==> config.mk <==
export PLATFORM = sky130hd
export DESIGN_NAME = issue_scoreboard_flat
export DESIGN_NICKNAME = d
export VERILOG_FILES = /design/src/rtl/issue_scoreboard_if.sv /design/src/rtl/issue_scoreboard.sv /design/src/flat_wrapper.sv
export SDC_FILE = /design/constraint.sdc
export NUM_CORES = 1
export LEC_CHECK = 0
export ABC_CLOCK_PERIOD_IN_PS = 7450
export BUFFER_PORTS_ARGS = -buffer_cell sky130_fd_sc_hd__buf_2
export CELL_PAD_IN_SITES_DETAIL_PLACEMENT = 1
export CELL_PAD_IN_SITES_GLOBAL_PLACEMENT = 2
export CORE_UTILIZATION = 32
export CTS_CLUSTER_SIZE = 16
export DETAILED_ROUTE_END_ITERATION = 6
export PLACE_DENSITY = 0.95
export SYNTH_ARGS = -nofsm -noshare
export SYNTH_HDL_FRONTEND = slang
export SYNTH_SLANG_ARGS = --single-unit
==> constraint.sdc <==
create_clock -name CLK -period 7.45 [get_ports CLK]
set_input_delay 1.1175 -clock CLK [delete_from_list [all_inputs] [get_ports CLK]]
set_output_delay 1.1175 -clock CLK [all_outputs]
set_load 0.01 [all_outputs]
==> src/rtl/issue_scoreboard_if.sv <==
// Decode-to-execute issue bus: per-requester issue requests, writeback strobes,
// and the scheduler's grant/hazard/scoreboard view.
interface issue_scoreboard_if #(parameter int PNUMS = 2);
  logic                 FLUSH;
  logic                 STALL;
  logic [PNUMS-1:0]     REQ_VALID;
  logic [5*PNUMS-1:0]   REQ_RD;
  logic [5*PNUMS-1:0]   REQ_RS1;
  logic [5*PNUMS-1:0]   REQ_RS2;
  logic [PNUMS-1:0]     WB_VALID;
  logic [5*PNUMS-1:0]   WB_RD;
  logic [PNUMS-1:0]     GRANT;
  logic [4:0]           GRANT_RD;
  logic [PNUMS-1:0]     HAZARD;
  logic [31:0]          BUSY_MASK;

  modport master (
    output FLUSH, STALL, REQ_VALID, REQ_RD, REQ_RS1, REQ_RS2, WB_VALID, WB_RD,
    input  GRANT, GRANT_RD, HAZARD, BUSY_MASK
  );

  modport slave (
    input  FLUSH, STALL, REQ_VALID, REQ_RD, REQ_RS1, REQ_RS2, WB_VALID, WB_RD,
    output GRANT, GRANT_RD, HAZARD, BUSY_MASK
  );
endinterface

==> src/rtl/issue_scoreboard.sv <==
// Single-issue round-robin scheduler with a 32-entry busy-register scoreboard.
// Requester 0 is the main stream; 1..COP_NUMS are coprocessor streams.

module isb_elig (
  input  logic [31:0] busy_i,
  input  logic        valid_i,
  input  logic [4:0]  rd_i,
  input  logic [4:0]  rs1_i,
  input  logic [4:0]  rs2_i,
  output logic        elig_o,
  output logic        hazard_o
);
  logic blocked;

  // busy_i[0] is always low, so x0 operands never block
  assign blocked  = busy_i[rd_i] | busy_i[rs1_i] | busy_i[rs2_i];
  assign elig_o   = valid_i & ~blocked;
  assign hazard_o = valid_i & blocked;
endmodule

module issue_scoreboard #(
  parameter int COP_NUMS = 1,
  parameter int PNUMS    = COP_NUMS + 1
) (
  input  logic              CLK,
  input  logic              RST,
  issue_scoreboard_if.slave bus
);
  localparam int            PW      = (PNUMS > 1) ? $clog2(PNUMS) : 1;
  localparam logic [PW-1:0] PTR_RST = PW'(PNUMS - 1);

  logic [31:0]      busy_q, busy_d;
  logic [31:0]      wb_clr, busy_eff;
  logic [PW-1:0]    ptr_q, ptr_d;
  logic [PW-1:0]    gidx;
  logic [PW:0]      arb_j;
  logic [PNUMS-1:0] elig, hazard, grant;
  logic             gnt_en, gnt_any;
  logic [4:0]       grd;

  always_comb begin
    wb_clr = '0;
    for (int i = 0; i < PNUMS; i++)
      if (bus.WB_VALID[i]) wb_clr[bus.WB_RD[5*i +: 5]] = 1'b1;
  end

  // Same-cycle writeback bypasses the registered scoreboard
  assign busy_eff = {busy_q[31:1] & ~wb_clr[31:1], 1'b0};

  for (genvar g = 0; g < PNUMS; g++) begin : g_lane
    isb_elig u_elig (
      .busy_i   (busy_eff),
      .valid_i  (bus.REQ_VALID[g]),
      .rd_i     (bus.REQ_RD[5*g +: 5]),
      .rs1_i    (bus.REQ_RS1[5*g +: 5]),
      .rs2_i    (bus.REQ_RS2[5*g +: 5]),
      .elig_o   (elig[g]),
      .hazard_o (hazard[g])
    );
  end

  assign gnt_en = ~RST & ~bus.FLUSH & ~bus.STALL;

  // Search starts one past the last winner and wraps
  always_comb begin
    gnt_any = 1'b0;
    gidx    = ptr_q;
    arb_j   = '0;
    for (int k = 1; k <= PNUMS; k++) begin
      arb_j = {1'b0, ptr_q} + (PW+1)'(k);
      if (arb_j >= (PW+1)'(PNUMS)) arb_j = arb_j - (PW+1)'(PNUMS);
      if (!gnt_any && elig[arb_j[PW-1:0]]) begin
        gnt_any = 1'b1;
        gidx    = arb_j[PW-1:0];
      end
    end
    gnt_any = gnt_any & gnt_en;
  end

  always_comb begin
    grant = '0;
    grd   = '0;
    for (int i = 0; i < PNUMS; i++)
      if (gnt_any && gidx == PW'(i)) begin
        grant[i] = 1'b1;
        grd      = bus.REQ_RD[5*i +: 5];
      end
  end

  // Set after clear: a new producer owns the register over a retiring one
  always_comb begin
    busy_d = busy_eff;
    ptr_d  = ptr_q;
    if (gnt_any) begin
      ptr_d = gidx;
      if (grd != 5'd0) busy_d[grd] = 1'b1;
    end
    if (bus.FLUSH) begin
      busy_d = '0;
      ptr_d  = PTR_RST;
    end
  end

  always_ff @(posedge CLK) begin
    if (RST) begin
      busy_q <= '0;
      ptr_q  <= PTR_RST;
    end else begin
      busy_q <= busy_d;
      ptr_q  <= ptr_d;
    end
  end

  assign bus.GRANT     = grant;
  assign bus.GRANT_RD  = grd;
  assign bus.HAZARD    = hazard;
  assign bus.BUSY_MASK = busy_q;
endmodule

==> src/flat_wrapper.sv <==
// flat-port wrapper written by rule: the top's interface ports become plain ports
module issue_scoreboard_flat 
#(
  parameter int COP_NUMS = 1,
  parameter int PNUMS    = COP_NUMS + 1
)
  (CLK, RST, bus_FLUSH, bus_STALL, bus_REQ_VALID, bus_REQ_RD, bus_REQ_RS1, bus_REQ_RS2, bus_WB_VALID, bus_WB_RD, bus_GRANT, bus_GRANT_RD, bus_HAZARD, bus_BUSY_MASK);
  issue_scoreboard_if #(.PNUMS(PNUMS)) bus_i ();
  input  logic CLK;
  input  logic RST;
  input wire logic [$bits(bus_i.FLUSH)-1:0] bus_FLUSH;
  input wire logic [$bits(bus_i.STALL)-1:0] bus_STALL;
  input wire logic [$bits(bus_i.REQ_VALID)-1:0] bus_REQ_VALID;
  input wire logic [$bits(bus_i.REQ_RD)-1:0] bus_REQ_RD;
  input wire logic [$bits(bus_i.REQ_RS1)-1:0] bus_REQ_RS1;
  input wire logic [$bits(bus_i.REQ_RS2)-1:0] bus_REQ_RS2;
  input wire logic [$bits(bus_i.WB_VALID)-1:0] bus_WB_VALID;
  input wire logic [$bits(bus_i.WB_RD)-1:0] bus_WB_RD;
  output wire logic [$bits(bus_i.GRANT)-1:0] bus_GRANT;
  output wire logic [$bits(bus_i.GRANT_RD)-1:0] bus_GRANT_RD;
  output wire logic [$bits(bus_i.HAZARD)-1:0] bus_HAZARD;
  output wire logic [$bits(bus_i.BUSY_MASK)-1:0] bus_BUSY_MASK;
  assign bus_i.FLUSH = bus_FLUSH;
  assign bus_i.STALL = bus_STALL;
  assign bus_i.REQ_VALID = bus_REQ_VALID;
  assign bus_i.REQ_RD = bus_REQ_RD;
  assign bus_i.REQ_RS1 = bus_REQ_RS1;
  assign bus_i.REQ_RS2 = bus_REQ_RS2;
  assign bus_i.WB_VALID = bus_WB_VALID;
  assign bus_i.WB_RD = bus_WB_RD;
  assign bus_GRANT = bus_i.GRANT;
  assign bus_GRANT_RD = bus_i.GRANT_RD;
  assign bus_HAZARD = bus_i.HAZARD;
  assign bus_BUSY_MASK = bus_i.BUSY_MASK;
  issue_scoreboard #(.COP_NUMS(COP_NUMS), .PNUMS(PNUMS)) u_core (.CLK(CLK), .RST(RST), .bus(bus_i));
endmodule
* Yosys cells after proc, flatten, opt, wreduce, memory -nomap -nowiden
Cells that the tools add are included.
** Cells by class
- $add $sub $neg :: 4
- $mul :: 0
- Divide/modulo/power cells :: 0
- Magnitude comparators :: 16
- Equal/unequal tests :: 0
- Shift operators :: 0
- Multiplexer cells :: 36
- Bitwise logic cells :: 23
- Reduce and logical (&&, ||, !) cells :: 10
** Operators by type and width (count)
- $mux 32 :: 4
- $or 32x32->32 :: 2
- $lt 5x6->1 const B :: 9
- $and 31x31->31 :: 1
- $not 31->31 :: 1
- $bmux 1 s5 :: 6
- $mux 1 :: 21
- $demux 1 s5 :: 3
- $ge 5x1->1 const B :: 3
- $mux 5 :: 2
- $not 1->1 :: 8
- $and 1x1->1 :: 7
- $logic_and 1x1->1 :: 6
- $reduce_bool 5->1 :: 1
- $ge 2x2->1 const B :: 2
- $lt 1x2->1 const B :: 2
- $or 1x1->1 :: 4
- $reduce_or 4->1 :: 1
- $add 1x1->2 const B :: 1
- $add 1x2->2 const B :: 1
- $reduce_or 2->1 :: 1
- $sub 1x1->1 const B :: 2
- $logic_not 1->1 :: 1
** Word-level totals
- Register bits :: 33
- Latch bits :: 0
- Bits in writable memories :: 0
- Bits in read-only memories :: 0
- Input port bits :: 48
- Word-level logic and storage cells :: 92
- Memories kept :: 0

* Longest topological paths before layout
- Word-level depth :: 32
- Depth in mapped cells :: 14

* Hierarchy
A second synthesis with hierarchy kept.
** Second synthesis, totals
- Cell total of the unflattened synthesis :: 465
- Area total of the unflattened synthesis :: 3858.7 µm²
** By module, submodules not included
- issue_scoreboard :: times used 1, cells each 259, area each 2001.9 µm²
- isb_elig :: times used 2, cells each 103, area each 928.4 µm²

* Worst setup path after synthesis
Ideal clock, no wire load.
- Path kind :: input -> output
- From :: in bus_WB_RD[6]
- To :: out bus_GRANT_RD[1]
- Arrival :: 3.756 ns
- Setup slack :: 2.577 ns
- Cell stages on the path :: 12
- Buffers on the path :: 2
- Cell sequence :: or2_1 > clkbuf_1 > o21ai_1 > or2_1 > o22ai_1 > or4_1 > a41oi_1 > nand4b_2 > o211ai_1 > buf_2 > inv_2 > a22o_1
** On the way
- Longest elaborated chain between the ends :: 24
** RTL lines
- start: declaration :: RTL line flat_wrapper.sv:18 : input wire logic [$bits(bus_i.WB_RD)-1:0] bus_WB_RD;
- $lt 5x6->1 (not written as such) / $ge 5x1->1 (equally long branches) :: RTL line issue_scoreboard.sv:44 : if (bus.WB_VALID[i]) wb_clr[bus.WB_RD[5*i +: 5]] = 1'b1;
- $logic_and 1x1->1 (not written as such) :: RTL line issue_scoreboard.sv:44
- $mux 1 (not written as such) :: RTL line issue_scoreboard.sv:44
- $demux 1 s5 (*)
- $or 32x32->32 (no source line) (*)
- $mux 32 (*) :: RTL line issue_scoreboard.sv:44
- $not 31->31 (*) :: RTL line issue_scoreboard.sv:48 : assign busy_eff = {busy_q[31:1] & ~wb_clr[31:1], 1'b0};
- $and 31x31->31 (*) :: RTL line issue_scoreboard.sv:48
- (+8 left out)
- $mux 1 :: RTL line issue_scoreboard.sv:72 : if (!gnt_any && elig[arb_j[PW-1:0]]) begin
- $logic_not 1->1 :: RTL line issue_scoreboard.sv:72
- $logic_and 1x1->1 :: RTL line issue_scoreboard.sv:72
- $mux 1 :: RTL line issue_scoreboard.sv:72
- $and 1x1->1 / $not 1->1 (equally long branches) :: RTL line issue_scoreboard.sv:77, issue_scoreboard.sv:84
- $logic_and 1x1->1 :: RTL line issue_scoreboard.sv:84 : if (gnt_any && gidx == PW'(i)) begin
- $mux 5 :: RTL line issue_scoreboard.sv:84
- $mux 5 (*) :: RTL line issue_scoreboard.sv:84
- end: declaration :: RTL line flat_wrapper.sv:20 : output wire logic [$bits(bus_i.GRANT_RD)-1:0] bus_GRANT_RD;
Every way passes the cells marked *; elsewhere a longest branch is shown, timed or not. The select of a mux whose other input is x is not followed.

* Worst setup path after layout
- From :: in bus_WB_RD[7]
- To :: out bus_GRANT_RD[1]
Same word-level chain as after synthesis.

==> flow_summary.json <==
{
  "cts_root_buffer": "clkbuf_16",
  "initial_core_util_pct": 33.2,
  "worstPathArrival_ns": 5.32,
  "grt_overflow_total": 0,
  "final_net_count": 638,
  "grt_setup_unrepaired": "no",
  "global_route.usage.total_pct": 34.3,
  "chipHeight_microns": 109,
  "setup_violations": 0,
  "place.gp.congestion": 1.02,
  "total_vias_in_the_final_route": 5037,
  "first_pass_iters": 6,
  "post_layout_instance_area_sq_um": 4420,
  "min_period_ns": 6.44,
  "core_area_sq_um": 10900,
  "number_of_enable_flip_flop_cells_after_synthesis": 0,
  "hold_violations": 0,
  "synth-warning-count": 0,
  "synth_seq_cells": 33,
  "via_count_of_the_first_global_routing_pass": 4937,
  "post_synth_most_frequent_cells": "nor2_1, nand2_1, dfxtp_1, o22ai_1, o21ai_0",
  "run_status": "finished, final reports clean",
  "finalNonFillerCells": 731,
  "grt_max_degree": 26,
  "clock_skew_ns": 0.00219,
  "clock-sinks": 33,
  "clk_path_buf_depth": 2,
  "floorplan.die_area_sq_um": 11800,
  "ir_worst_vdd_v": 0.000238,
  "viasPerCell": 6.89,
  "drv_slew": 0,
  "synth.largest_area_cell": "dfxtp_1",
  "row_count": 38,
  "cellLeakagePower_uw": 0.00161,
  "synth.yosys.seq_area_share_pct": 18.2,
  "fill_cells": 1409,
  "netlist_top_cells_area": "dfxtp_1, nor2_1, o221ai_1, o22ai_1, nand2_1",
  "place_inst": 723,
  "drc": 0,
  "max_clock_freq_mhz": 155,
  "setup.worst_path.end_class": "primary output",
  "detailedPlacementHpwl_microns": 14800,
  "worst_hold_path_type": "register to register",
  "hold_ws_ns": 0.584,
  "max-cap-violations": 0,
  "routed_wirelength_microns": 19800,
  "clk-insertion-delay-late_ns": 0.28,
  "drt_first_iter_violations": 436,
  "area_growth_pct": 21.5,
  "netlist_instances": 506,
  "setup_repair_bufs_after_cts": 0,
  "placement.io_buffers": 88,
  "post_synthesis_net_count": 554,
  "antenna_violations_before_repair": 0,
  "worst_slew_margin_rel_pct": 17.6,
  "holdBufCountCts": 0,
  "grt_first_pass_wirelength_microns": 29800,
  "die_outline_width_microns": 109,
  "async_reset_ff_share_pct": 0,
  "period_share_pct": 86.4,
  "placement.cell_area_sq_um": 4250,
  "antenna_violating_nets_left": 0,
  "yosysTopAreaCellShare_pct": 18.2,
  "cts_htree_levels": 2,
  "clk_pin_slew_worst_paths_ns": 0.05,
  "setup_total_negative_slack_ns": 0,
  "power_density_nw_per_um2": 123,
  "syn_area_sq_um": 3640,
  "post_synth.cell_area_avg_sq_um": 7.19,
  "wl_per_cell_microns": 27.1,
  "cts_tree": "done",
  "max_slew.worst_pin.slew_ns": 1.24,
  "top_level_ports": 89,
  "number_of_cts_inserted_buffers": 5,
  "worst-endpoint-required_ns": 6.33,
  "critical_path.max_fanout": 11,
  "synthMostInstantiatedCell": "nor2_1",
  "setup.worst_path.start_class": "input pin",
  "post_route_cells_drive_above_1_share_pct": 23.0,
  "yosysUniqueCellTypes": 76,
  "timing.setup.critical_path_class": "input pin to primary output",
  "n_antenna_cell": 0,
  "synth_ff_type": "dfxtp_1",
  "cts_resized": 0
}
-- stage by stage --
step	worst slack [ns]	power (uW)	utilization, %
after floorplan	2.58	258	-
after global routing	0.882	565	40.4
final	1.01	545	40.4
after global placement	1.29	302	38.8
after detailed placement	1.19	306	38.8
after CTS	1.20	543	40.4
-- critical path, cell delays in order --
cell	delay [ns]
buf_2	0.14
nand4bb_1	0.31
o221ai_1	1.03
o22ai_1	0.12
or4_1	0.55
a41oi_1	0.41
nand4b_2	0.32
o211ai_1	0.77
inv_2	0.15
a22o_1	0.27
buf_2	0.13
-- cell type report --
type	count	area, sq um	area share [%]
repair buffers	101	538	12.2
flip-flops and latches	33	661	14.9
inverters	15	56.3	1.27
clock inverters	1	30.0	0.680
multi-input cells	434	2820	63.7
well taps	140	175	3.96
clock buffers	7	143	3.23
-- power breakdown --
part	internal (uW)	total, uW	switching, uW
Clock	167	239	72.1
Sequential	177	178	0.437
Combinational	43.4	129	85.4
Total	388	545	158
-- registers in the layout, summed over array words and instances (netlist names) --
| signal | count |
|---|---|
| u_core.ptr_q | 1 |
| u_core.bus.BUSY_MASK | 32 |
-- cell families (layout without fill, tap and decap cells) --
group / Yosys count / count (layout) / synth area share (%)
AOI/OAI and AO/OA: 208 / 208 / 43.9
buffers and inverters: 39 / 124 / 4.37
DFF: 33 / 33 / 18.2
muxes: 5 / 5 / 1.38
other: 1 / 1 / 0.103
and+or+nand+nor: 220 / 220 / 32.1
-- worst paths after layout --
kind                           start                      end  slack (ns)  cells past startpoint
min reg2reg             u_core.ptr_q             u_core.ptr_q        0.58                      2
max reg2reg  u_core.bus.BUSY_MASK[8]  u_core.bus.BUSY_MASK[6]        3.35                     10
max                     bus_WB_RD[7]          bus_GRANT_RD[1]        1.01                     11
min                     u_core.ptr_q             u_core.ptr_q        0.58                      2
-- metal layers --
metal	vias up	GRT usage (%)	routed length [microns]
met5	-	0	0
met4	0	14.8	898
met3	69	7.96	2120
met2	306	54.7	8930
met1	2457	43.9	7890
li1	2205	-	-
-- layout by cell type, fill, tap and decap left out, types with 4 or more instances in the layout --
master,synthesis,routed
or2_2,8,8
nand3_1,15,15
o211ai_1,4,4
a2bb2o_1,4,4
o32ai_1,13,13
inv_1,12,12
buf_4,2,13
nor4_1,5,5
nand4_1,4,4
o21ai_0,26,26
dfxtp_1,33,33
o22ai_1,32,32
nand4b_1,6,6
nor3_1,16,16
nor2_1,64,64
nor2b_1,13,13
o22ai_2,4,4
a211oi_1,9,9
o21ai_1,9,9
buf_2,4,88
mux2i_1,5,5
a31oi_1,5,5
nand2b_1,22,22
a2111oi_0,4,4
nand2_1,39,39
a21oi_1,17,17
nand4bb_1,6,6
o221ai_1,25,25
a32oi_1,5,5
clkbuf_16,0,5
or3_1,4,4
(Power assumes the default switching activity.)
